## src/rtl/datapath_control_unit.sv

```systemverilog
// datapath_control_unit: hardwired Moore sequencer for the DataPath with memory handshake, timeout fault and stop/halt.
// Define CU_INSTR_COUNT_EN to enable the retired-instruction counter on instr_count.
module datapath_control_unit #(
    parameter int WAIT_LIMIT = 16,
    parameter int CNT_W = 32
) (
    input  logic             clock,
    input  logic             clear,
    input  logic [31:0]      ir,
    input  logic             mem_ready,
    input  logic             stop,
    output logic             PCout,
    output logic             Zhighout,
    output logic             Zlowout,
    output logic             MDRout,
    output logic             MARin,
    output logic             PCin,
    output logic             MDRin,
    output logic             IRin,
    output logic             Yin,
    output logic             ZHighIn,
    output logic             ZLowIn,
    output logic             HIin,
    output logic             LOin,
    output logic             IncPC,
    output logic             Read,
    output logic             Write,
    output logic             Gra,
    output logic             Grb,
    output logic             Grc,
    output logic             Rin,
    output logic             Rout,
    output logic             BAout,
    output logic             Cout,
    output logic [4:0]       opcode,
    output logic             run,
    output logic             fault,
    output logic [CNT_W-1:0] instr_count
);
    typedef enum logic [3:0] {RST, T0, T1, T2, T3, T4, T5, T6, T7, HALT} state_t;
    typedef struct packed {
        logic PCout, Zhighout, Zlowout, MDRout, MARin, PCin, MDRin, IRin, Yin, ZHighIn, ZLowIn, HIin, LOin;
        logic IncPC, Read, Write, Gra, Grb, Grc, Rin, Rout, BAout, Cout;
    } strb_t;

    state_t     r_state, w_next;
    strb_t      r_strb, w_strb;
    logic [4:0] r_op, w_op, r_opcode, w_opcode;
    logic [7:0] r_wait;
    logic       r_run, r_fault;
    logic       w_ld, w_st, w_imm, w_alu, w_halt, w_nop, w_mem, w_tmo, w_retire, w_unused;

    assign w_unused = ^ir[26:0];
    // The opcode is captured on the T2->T3 edge; ir is looked at directly only while in T2.
    assign w_op     = (r_state == T2) ? ir[31:27] : r_op;
    assign w_ld     = (w_op == 5'b00000);
    assign w_st     = (w_op == 5'b00010);
    assign w_imm    = w_ld || w_st || (w_op == 5'b00001) || (w_op == 5'b01100);
    assign w_alu    = (w_op >= 5'b00011) && (w_op <= 5'b00110);
    assign w_halt   = (w_op == 5'b11011);
    assign w_nop    = !(w_imm || w_alu || w_halt);
    assign w_mem    = (r_state == T1) || (r_state == T6 && w_ld) || (r_state == T7 && w_st);
    assign w_tmo    = w_mem && !mem_ready && (r_wait == 8'(WAIT_LIMIT - 1));
    assign w_retire = (r_state == T3 && w_nop) || (r_state == T5 && !(w_ld || w_st)) ||
                      (r_state == T7 && (w_ld || mem_ready));

    always_comb begin
        w_next = r_state;
        case (r_state)
            RST:     w_next = T0;
            T0:      w_next = T1;
            T1:      w_next = mem_ready ? T2 : (w_tmo ? HALT : T1);
            T2:      w_next = T3;
            T3:      w_next = w_halt ? HALT : T4;
            T4:      w_next = T5;
            T5:      w_next = T6;
            T6:      w_next = (w_st || mem_ready) ? T7 : (w_tmo ? HALT : T6);
            T7:      w_next = w_tmo ? HALT : T7;
            default: w_next = HALT;
        endcase
        if (w_retire) w_next = stop ? HALT : T0;
    end

    // Outputs are decoded from the upcoming state so they register in step with it.
    always_comb begin
        w_strb   = '0;
        w_opcode = '0;
        case (w_next)
            T0: {w_strb.PCout, w_strb.MARin, w_strb.IncPC, w_strb.ZLowIn} = 4'hF;
            T1: {w_strb.Zlowout, w_strb.PCin, w_strb.Read, w_strb.MDRin} = 4'hF;
            T2: {w_strb.MDRout, w_strb.IRin} = 2'b11;
            T3: begin
                w_strb.Grb   = w_imm || w_alu;
                w_strb.Yin   = w_imm || w_alu;
                w_strb.BAout = w_imm;
                w_strb.Rout  = w_alu;
            end
            T4: begin
                w_strb.ZLowIn = w_imm || w_alu;
                w_strb.Cout   = w_imm;
                w_strb.Grc    = w_alu;
                w_strb.Rout   = w_alu;
                w_opcode      = w_imm ? 5'b00011 : (w_alu ? w_op : 5'b00000);
            end
            T5: begin
                w_strb.Zlowout = 1'b1;
                w_strb.MARin   = w_ld || w_st;
                w_strb.Gra     = !(w_ld || w_st);
                w_strb.Rin     = !(w_ld || w_st);
            end
            T6: begin
                w_strb.MDRin = 1'b1;
                w_strb.Read  = w_ld;
                w_strb.Gra   = !w_ld;
                w_strb.Rout  = !w_ld;
            end
            T7: begin
                w_strb.MDRout = w_ld;
                w_strb.Gra    = w_ld;
                w_strb.Rin    = w_ld;
                w_strb.Write  = !w_ld;
            end
            default: w_strb = '0;
        endcase
    end

    always_ff @(posedge clock or negedge clear) begin
        if (!clear) begin
            r_state  <= RST;
            r_op     <= '0;
            r_wait   <= '0;
            r_strb   <= '0;
            r_opcode <= '0;
            r_run    <= 1'b0;
            r_fault  <= 1'b0;
        end else begin
            r_state  <= w_next;
            r_op     <= w_op;
            r_wait   <= (w_next == r_state) ? r_wait + 8'd1 : 8'd0;
            r_strb   <= w_strb;
            r_opcode <= w_opcode;
            r_run    <= (w_next != HALT) && (w_next != RST);
            r_fault  <= r_fault || w_tmo;
        end
    end

    assign {PCout, Zhighout, Zlowout, MDRout, MARin, PCin, MDRin, IRin, Yin, ZHighIn, ZLowIn, HIin, LOin,
            IncPC, Read, Write, Gra, Grb, Grc, Rin, Rout, BAout, Cout} = r_strb;
    assign opcode = r_opcode;
    assign run    = r_run;
    assign fault  = r_fault;

`ifdef CU_INSTR_COUNT_EN
    logic [CNT_W-1:0] r_cnt;

    always_ff @(posedge clock or negedge clear) begin
        if (!clear) r_cnt <= '0;
        else if (w_retire) r_cnt <= r_cnt + CNT_W'(1);
    end

    assign instr_count = r_cnt;
`else
    assign instr_count = '0;
`endif
endmodule

```

## config.mk

```make
export PLATFORM = sky130hd
export DESIGN_NAME = datapath_control_unit
export DESIGN_NICKNAME = d
export VERILOG_FILES = /design/src/rtl/datapath_control_unit.sv
export SDC_FILE = /design/constraint.sdc
export NUM_CORES = 1
export LEC_CHECK = 0
export ABC_AREA = 1
export BUFFER_PORTS_ARGS = -buffer_cell sky130_fd_sc_hd__buf_2
export CAP_MARGIN = 10
export CORE_MARGIN = 3
export CORE_UTILIZATION = 40
export CTS_BUF_LIST = sky130_fd_sc_hd__clkbuf_4
export DETAILED_ROUTE_END_ITERATION = 10
export PLACE_DENSITY = 0.68
export SETUP_SLACK_MARGIN = 0.3
export SYNTH_ARGS = -nofsm -noshare
export SYNTH_HDL_FRONTEND = slang
export SYNTH_SLANG_ARGS = --single-unit
```

## constraint.sdc

```tcl
create_clock -name clock -period 2.7 [get_ports clock]
set_input_delay 0.54 -clock clock [delete_from_list [all_inputs] [get_ports clock]]
set_output_delay 0.54 -clock clock [all_outputs]
set_load 0.005 [all_outputs]
```

-- After elaboration in Yosys (flattened, before gate mapping)
Index checks and enable logic that the tools add are counted.
- bits in latches: 0
- memory bits (writable): 0
- bits in registers: 41
- word-level logic and storage cells: 111
- memories: 0
- bits in read-only memories: 0
- div/mod/pow operators: 0
- order comparisons: 2
- add/subtract/negate cells: 1
- equality and inequality tests: 23
- multipliers: 0
- reduce and logical (&&, ||, !) cells: 31
- mux-type cells: 31
- bitwise operators: 0
- shifts and indexed selects: 0
- operator list (cell ; count):
    $pmux W4 S9 ; 1
    $eq A4 B3 Y1 const B ; 8
    $mux W4 ; 7
    $mux W5 ; 4
    $eq A4 B2 Y1 const B ; 4
    $logic_or A1 B1 Y1 ; 12
    $pmux W1 S2 ; 6
    $mux W1 ; 11
    $logic_and A1 B1 Y1 ; 9
    $add A8 B1 Y8 const B ; 1
    $eq A4 B1 Y1 const B ; 2
    $eq A4 B4 Y1 const B ; 2
    $eq A8 B4 Y1 const B ; 1
    $mux W8 ; 1
    $reduce_or A2 Y1 ; 3
    $eq A5 B1 Y1 const B ; 1
    $eq A5 B2 Y1 const B ; 1
    $eq A5 B4 Y1 const B ; 1
    $eq A5 B5 Y1 const B ; 1
    $ge A5 B2 Y1 const B ; 1
    $le A5 B3 Y1 const B ; 1
    $logic_not A5 Y1 ; 1
    $eq A4 B4 Y1 ; 1
    $logic_not A1 Y1 ; 4
    other kinds (4) ; 4

-- Longest topological paths before layout
Gate-level depths: netlist of run 1.
- depth in word-level cells: 16
- mapped depth: 19
- gate-level depth less buffers: 19

-- Worst setup path after synthesis of run 1
OpenSTA, ideal clock, no wires.
- kind: reg2reg
- from: register r_wait[0]
- to: register r_wait[2]
- required time: 2.579 ns
- stages on the path, launching flop included: 15
- setup slack: 0.588 ns
- arrival time: 1.991 ns
- clock period less this slack: 2.112 ns
- cells stage by stage: dfrtp_1 -> ha_1 -> nand2_1 -> nor2_1 -> inv_1 -> nor4_1 -> nand2_2 -> nand2_2 -> nand3_2 -> nand2_4 -> nand2_1 -> nand2_2 -> nor2_4 -> nand2_4 -> nor2_2
- word-level cells in the longest chain between the ends: 8
- elaborated cells on any way between the ends: 12
- RTL lines (item ; RTL line ; text):
    start, declared ; 49 ; logic [7:0] r_wait;
    start signal, assigned ; 139 ; r_wait <= (w_next == r_state) ? r_wait + 8'd1 : 8'd0;
    $eq A8 B4 Y1 ; 63 ; assign w_tmo = w_mem && !mem_ready && (r_wait == 8'(WAIT_LIMIT - 1));
    $logic_and A1 B1 Y1 ; 63 ;
    $mux W4, on equally long branches (2 in a row) ; 72, 77 ;
    $pmux W4 S9 ; 69 ; case (r_state)
    $mux W4 ; 81 ; if (w_retire) w_next = stop ? HALT : T0;
    $eq A4 B4 Y1 ; 139 ;
    $mux W8 * ; 139 ;
Mark *: on every way between the ends. The rest lies on a longest branch, timed or not.

-- Final worst setup path of run 1
- from: register r_state[3]
- to: register r_wait[6]
- word-level cells in the longest chain between the ends: 15
- elaborated cells on any way between the ends: 48
- RTL lines (item ; RTL line ; text):
    start, declared ; 46 ; state_t r_state, w_next;
    start signal, assigned ; 137 ; r_state <= w_next;
    $eq A4 B2 Y1 * ; 55 ; assign w_op = (r_state == T2) ? ir[31:27] : r_op;
    $mux W5 * ; 55 ;
    net w_op[2] ; 48 ; logic [4:0] r_op, w_op, r_opcode, w_opcode;
    parallel branches: the longest is 10 deep, another holds $pmux W4 S9 ; n/a ;
    $mux W4 * ; 81 ;
    $eq A4 B4 Y1 * ; 139 ;
    $mux W8 * ; 139 ;
Mark *: on every way through the listed nets, which the timed path passes.

==> results of run 1 <==
[layer usage]
| layer | up-vias | global-route usage | wire length, um | share of wire |
|---|---|---|---|---|
| met4 | 0 | 0.03022 | 11 | 0.0025 |
| li1 | 901 | - | - | - |
| met5 | - | 0 | 0 | 0 |
| met3 | 2 | 0.03981 | 415 | 0.094 |
| met1 | 808 | 0.1667 | 1927 | 0.44 |
| met2 | 76 | 0.2013 | 2039 | 0.46 |
[kinds of logic (layout without fill, tap and decap cells)]
group / count (synthesis) / after routing / share of synthesized area
fa+ha+maj: 1 / 1 / 0.004967
other cells: 1 / 38 / 0.001489
flops: 41 / 41 / 0.4074
compound gates: 9 / 9 / 0.02037
xor+xnor: 4 / 4 / 0.01391
simple gates: 155 / 156 / 0.3751
buf+inv: 76 / 83 / 0.1768
[final cells by class]
class                           instances  share of cell area
Timing Repair Buffer                   38             0.07637
Clock buffer                            5             0.01348
Inverter                               38             0.05840
Multi-Input combinational cell        208              0.4353
Sequential cell                        41              0.3702
Tap cell                               75             0.03369
Clock inverter                          2             0.01258
[synthesized netlist by cell type]
cell type	instances	area [sq um]
nand3b_1	3	22.52
clkinv_8	1	16.27
nor2_4	6	67.56
conb_1	1	3.750
nor2_1	15	56.30
ha_1	1	12.51
nor2_2	11	68.82
nand2_4	10	112.6
dfrtp_1	41	1026
xnor2_1	1	8.760
buf_4	38	285.3
nand2_1	48	180.2
a21oi_2	1	8.760
nand3_4	3	52.55
nand3_2	5	50.05
nand3_1	20	100.1
clkinv_1	1	3.750
or2_2	1	6.260
nand2_8	1	20.02
a21oi_1	4	20.02
nor2_8	1	20.02
clkinv_4	1	8.760
nand2_2	21	131.4
xor2_1	3	26.28
nor3_1	5	25.02
inv_2	6	22.52
o21ai_1	2	10.01
nand4_1	3	18.77
inv_1	29	108.9
o211ai_1	1	7.510
o21ai_0	1	5.000
nor4_1	2	12.51
[state kept, by name, summed over array words and instances, names as in the netlist, 4 cells and up]
| name | count |
|---|---|
| r_wait | 8 |
| opcode | 5 |
| r_op | 5 |
| r_state | 4 |
[worst min-delay path by stage]
stage                from        end
floorplan           clear      BAout
global placement    fault      fault
detailed placement  fault      fault
CTS                 clear  opcode[1]
global route        clear  opcode[1]
finish              clear  opcode[1]
[timing repair]
action | CTS | global route
setup buffers | 0 | 3
gates resized for setup | 0 | 10
endpoints found under the setup margin | 0 | 23
[worst register-to-register path, delay by kind of cell (launching register included)]
kind / cells / cell delay [ns]
and+or+nand+nor: 16 / 1.45
DFF: 1 / 0.48
buffers and inverters: 2 / 0.25
[report_power, final]
group | leakage [uW] | internal [uW] | switching (uW) | total [uW]
sequential | 0.000513 | 615 | 0.250 | 615
combinational | 0.00106 | 6.75 | 29.0 | 35.7
clock | 0.0000410 | 189 | 188 | 377
total | 0.00161 | 811 | 218 | 1030
[through the flow]
step           total power [uW]  cell area, sq um  hold slack (ns)  worst slack, ns  cells
3_3_place_gp              662.3              2644           0.4471           0.3828    396
6_report                   1028              2785           0.3008           0.4291    407
4_1_cts                    1044              2716           0.3301           0.3396    403
5_1_grt                    1082              2785           0.3540           0.2383    407
2_1_floorplan             680.5              2658           0.2444           0.5879    324
3_5_place_dp              663.3              2644           0.4602           0.3810    396
==> run metrics, run 1 <==
CP endpoint kind=register; r2r endpoint=r_wait[6]; fraction of final layout cells sized beyond drive strength 1=0.3705; CTS Sinks=41; CP Cell Sequence=nor2_4 > buf_12 > nand2_4 > nand2_2 > nand2_4 > nor2_8 > nand3_2 > nand3_2 > buf_4 > nand3_1 > nand2_1 > nand3_2 > nand2_4 > nand2_1 > nand2_2 > nor2_4 > nand2_4 > nor2_2; Die ar.=0.007285 sq mm; final hold violation count=0; TritonCTS buffer count=5; first-pass GRT wire length=7410 um; vias per cell=4.391; status=completed; WL final=4394 um; vias in the first global route=1639; die extent in y=85.35 um; PortBufs=34; Hold Crit Class=primary input to asynchronous set/reset pin; end of the critical path=r_wait[6]; worst path arrival time=2.50 ns; Nets=369; final setup fails=0; Max Clk Rate=0.4404 GHz; CP Launch Type=register; sum of negative setup slack=0 ns; post-layout utilization of the core=0.4622; WP data required=2.93 ns; crit path buf inv count=2; period utilization=0.8411; CTS root buffer=clkbuf_4; worst skew pair latency=0.34 ns; relative max-transition margin=0.4094; most frequent cells in the layout=47 x nand2_1, 38 x conb_1, 37 x dfrtp_1; via count=1787; kind of critical path=register to register; reg2reg setup slack=0.43 ns; leakage=0.001609 uW; total core area=0.006026 sq mm; R2R depth=18; wire per inst=10.80 um; Area Growth Syn to Fin=10.58%; RePlAce Congestion=0.9311; max_cap viols=0; Die X=85.35 um; number of synthesis warnings=0; syn avg cell area=8.776 sq um; Final min period=2.271 ns; grt ovf=0; Rows=28; pwr dens=369.2 mW/mm^2; Clock Skew=0.01376 ns; Synth Register Bits=41; commonest non-fill, non-tap cell in the layout=nand2_1; DRT antenna net count=0; DR iter-0 viols=80; drt drc=0; maximum vdd drop=205.5 uV; Top Ports=98; CTS tree=done; critical path depth in cells=18; post-synthesis sequential area ratio=0.4074; Worst path max stage delay=0.48 ns; ant diodes=0; FF-to-FF Start=r_state[3]; Synth Instances=287; total track usage=0.1261; CP most frequent cell=nand2_4; unrepaired setup endpoints after global routing=true; clock tree buffer depth=2; Initial Util=0.4180; drt pass-1 iters=4; Critical Path Source=r_state[3]; filler instances=579; worst slew pin tran=0.8858 ns; multi-input logic area=0.001212 sq mm; final HPWL from detailed placement=3291 um; Max Slew Vio Count=0; Slowest-stage cell, CP=dfrtp_2; synthesized area=0.002519 sq mm; clock-pin slew on the worst setup and hold paths=0.12 ns; largest net degree at the start of global routing=42; post-synthesis cell type count=32; CP Max Fanout=9; initial antenna violation count=0; FF+latch area=0.001031 sq mm; Post-CTS Hold Buffers=0; Top delay family on crit path=simple AND/OR/NAND/NOR gates; H-tree levels=2
No activity file was read; power rests on OpenSTA's default activity.
==> run 2: changes to the inputs <==
--- a/config.mk
+++ b/config.mk
@@ -5,14 +5,14 @@
 export SDC_FILE = /design/constraint.sdc
 export NUM_CORES = 1
 export LEC_CHECK = 0
-export ABC_AREA = 1
+export ABC_AREA = 0
 export BUFFER_PORTS_ARGS = -buffer_cell sky130_fd_sc_hd__buf_2
 export CAP_MARGIN = 10
 export CORE_MARGIN = 3
 export CORE_UTILIZATION = 40
 export CTS_BUF_LIST = sky130_fd_sc_hd__clkbuf_4
 export DETAILED_ROUTE_END_ITERATION = 10
-export PLACE_DENSITY = 0.68
+export PLACE_DENSITY = 0.7
 export SETUP_SLACK_MARGIN = 0.3
 export SYNTH_ARGS = -nofsm -noshare
 export SYNTH_HDL_FRONTEND = slang
==> constraint.sdc (replaced) <==
create_clock -name clock -period 1.9 [get_ports clock]
set_input_delay 0.38 -clock clock [delete_from_list [all_inputs] [get_ports clock]]
set_output_delay 0.38 -clock clock [all_outputs]
set_load 0.005 [all_outputs]
==> run 2 against run 1 <==
The run now ends with setup timing left. Largest cell class unchanged. Sequential share of layout area fell by 11 points. Design area is 42% higher. Global-route usage increased by 5.5 points. Die area grew 0.65%. Critical path depth is 9 lower. Count of clock-buffer cells in the layout unchanged. Sequential cell count unchanged. Maximum frequency is 13% lower. Clock power up 91%. Synthesized area increased by 0.70%. Final cell count grew 14%. Largest power group is now combinational cells. Power rose to 5.8 times the previous value.
==> run metrics, run 2 <==
drt pass-1 iters=4; Rows=28; Die ar.=0.007332 sq mm; synthesized area=0.002536 sq mm; pwr dens=1505 mW/mm^2; PortBufs=34; Top Ports=98; Synth Area in Adders=0.004933; clock tree buffer depth=2; simple logic cell fraction of the synthesized area=0.1885; Yosys top cell area share=0.4045; max reg flops=8; WHS=0.05840 ns; Post-CTS Hold Buffers=0; DR iter-0 viols=132; Synth Instances=262; vias per cell=5.294; vias in the first global route=2206; Reg with most FFs=r_wait; Post-synth EDFFs=0; DP Worst Slack=-0.7258 ns; post-synthesis sequential area ratio=0.4045; Initial Util=0.4209; CTS tree=done; wire per inst=16.24 um; worst path arrival time=2.85 ns; drt drc=0; largest family of logic cells by synthesized area=simple AND/OR/NAND/NOR gates; via count=2446; Synth top cells by count=41 x dfrtp_1, 39 x buf_4, 18 x nor2_1; Clock Skew=0.006161 ns; fraction of final layout cells sized beyond drive strength 1=0.5556; Clk network pwr share=0.121; Switching Fraction=0.4142; Critical Path Source=r_op[4]; post-synthesis cell type count=59; R2R depth=9; first-pass GRT wire length=10650 um; Reg power frac=0.201; FF-to-FF Start=r_op[4]; CTS root buffer=clkbuf_4; syn avg cell area=9.680 sq um; ant diodes=0; initial antenna violation count=0; failing checks=setup timing; met2 WL post-DR=3673 um; Synth async-reset ratio=1.000; Synth Register Bits=41; max_cap viols=0; CP Launch Type=register; final HPWL from detailed placement=4504 um; Synth Area in XOR/XNOR=0.04933; end of the critical path=r_wait[0]; most frequent cells in the layout=78 x buf_4, 41 x dfrtp_1, 38 x conb_1; total core area=0.006026 sq mm; largest area contributor in the netlist=dfrtp_1; uppermost layer routed=met4; WP data required=2.14 ns; post-synthesis compound-gate area fraction=0.1648; Internal=3480 uW; r2r endpoint=r_wait[0]; Max Clk Rate=0.3846 GHz; die extent in y=85.63 um; worst skew pair latency=0.36 ns; DRT antenna net count=0; status=complete, but fails checks; Net Sw Power=2461 uW; worst slew pin tran=0.5049 ns; Final Worst Setup Slack=-0.7002 ns; TritonCTS buffer count=5; CTS Sinks=41; Die X=85.63 um; unrepaired setup endpoints after global routing=true; WL final=7504 um; Max Slew Vio Count=0; final setup fails=33; met3 WL post-DR=538 um; most frequent cell after synthesis=dfrtp_1; top cells by area, synth=dfrtp_1 40%, buf_4 12%, nor2_1 2.7%, nor4_1 2.2%, xnor2_4 2.2%; final hold violation count=0; largest net degree at the start of global routing=42; clock-pin slew on the worst setup and hold paths=0.13 ns; Hold Crit Class=primary input to asynchronous set/reset pin; H-tree levels=2; WL met1=3025 um; RePlAce Congestion=0.8741; post-layout utilization of the core=0.6549; relative max-transition margin=0.6634; number of synthesis warnings=0; period utilization=1.369; post-synthesis mux area share=0.01628; Area Growth Syn to Fin=55.60%; commonest non-fill, non-tap cell in the layout=buf_4; reg2reg setup slack=-0.70 ns; Nets=423; kind of critical path=register to register; total track usage=0.1808; top_reg_cell synth=dfrtp_1; Final min period=2.600 ns; leakage=0.001903 uW; grt ovf=0; Comb pwr share=0.678; CP Max Fanout=8; maximum vdd drop=881.4 uV; CP endpoint kind=register
-- run 2: cell types whose count changed after synthesis, sizes merged, moves of 6 or more --
| cell | delta |
|---|---|
| buf | +12 |
| inv | -23 |
| nand2 | -67 |
| nand3 | -19 |
| nor2 | -15 |
| nor3 | +7 |
| nor4 | +7 |
| xnor2 | +6 |
-- run 2: worst max-delay path, cell delays in order, from the launching register on --
cell and delay [ns]:
dfrtp_1 0.41, or4_4 0.59, nor4b_4 0.31, o211ai_1 0.12, a32o_2 0.25, and3_4 0.17, buf_6 0.13, xnor2_4 0.29
buf_4 0.18, nor4_2 0.03
-- run 2: timing repair --
action / CTS / global route
resized for setup: 47 / 49
setup buffers: 12 / 16
setup endpoints to repair: 36 / 36
pin swaps: 31 / 24
-- run 2: per-stage QoR --
stage	std cells	power (uW)	instance area [sq um]	TNS [ns]
floorplan	299	2872	2763	-9.694
global placement	426	3782	3158	-16.78
detailed placement	426	3832	3158	-16.98
CTS	446	5108	3585	-13.05
global route	462	6236	3946	-20.94
finish	462	5941	3946	-18.36
-- run 2: logic make-up (layout without fill, tap and decap cells) --
kind of cell	Yosys count	count (layout)
fa+ha+maj	1	1
mux	4	4
other cells	1	38
simple gates	86	86
flops	41	41
xor+xnor	10	10
compound gates	53	53
buf+inv	66	154
-- run 2: worst min path at each step --
stage                      endpoint  startpoint  cells past startpoint
final                     r_wait[6]       clear                      2
after global routing      r_wait[6]       clear                      2
after CTS                 r_wait[6]       clear                      2
after detailed placement      fault       fault                      1
after global placement        fault       fault                      1
after floorplan               BAout       clear                      0
-- run 2: metal layers --
layer  global-route usage  vias to the layer above
li1                     -                     1102
met1               0.2337                     1192
met2               0.3044                      125
met3              0.02786                       27
met4              0.06906                        0
met5                    0                        -
-- run 2: cell type report --
type / instances / area [sq um]
Inverter: 12 / 50.05
Sequential cell: 41 / 1026
Tap cell: 75 / 93.84
Clock inverter: 3 / 68.82
Fill cell: 430 / 2079
Multi-Input combinational cell: 192 / 1659
Clock buffer: 5 / 37.54
Timing Repair Buffer: 134 / 1011
-- run 2: power groups by stage --
stage                     registers (uW)  logic [uW]  clock network (uW)
final                               1190        4030                 719
after global routing                1210        4260                 769
after CTS                           1180        3200                 726
after detailed placement            1190        2640                   0
after global placement              1180        2600                   0
after floorplan                     1190        1680                   0
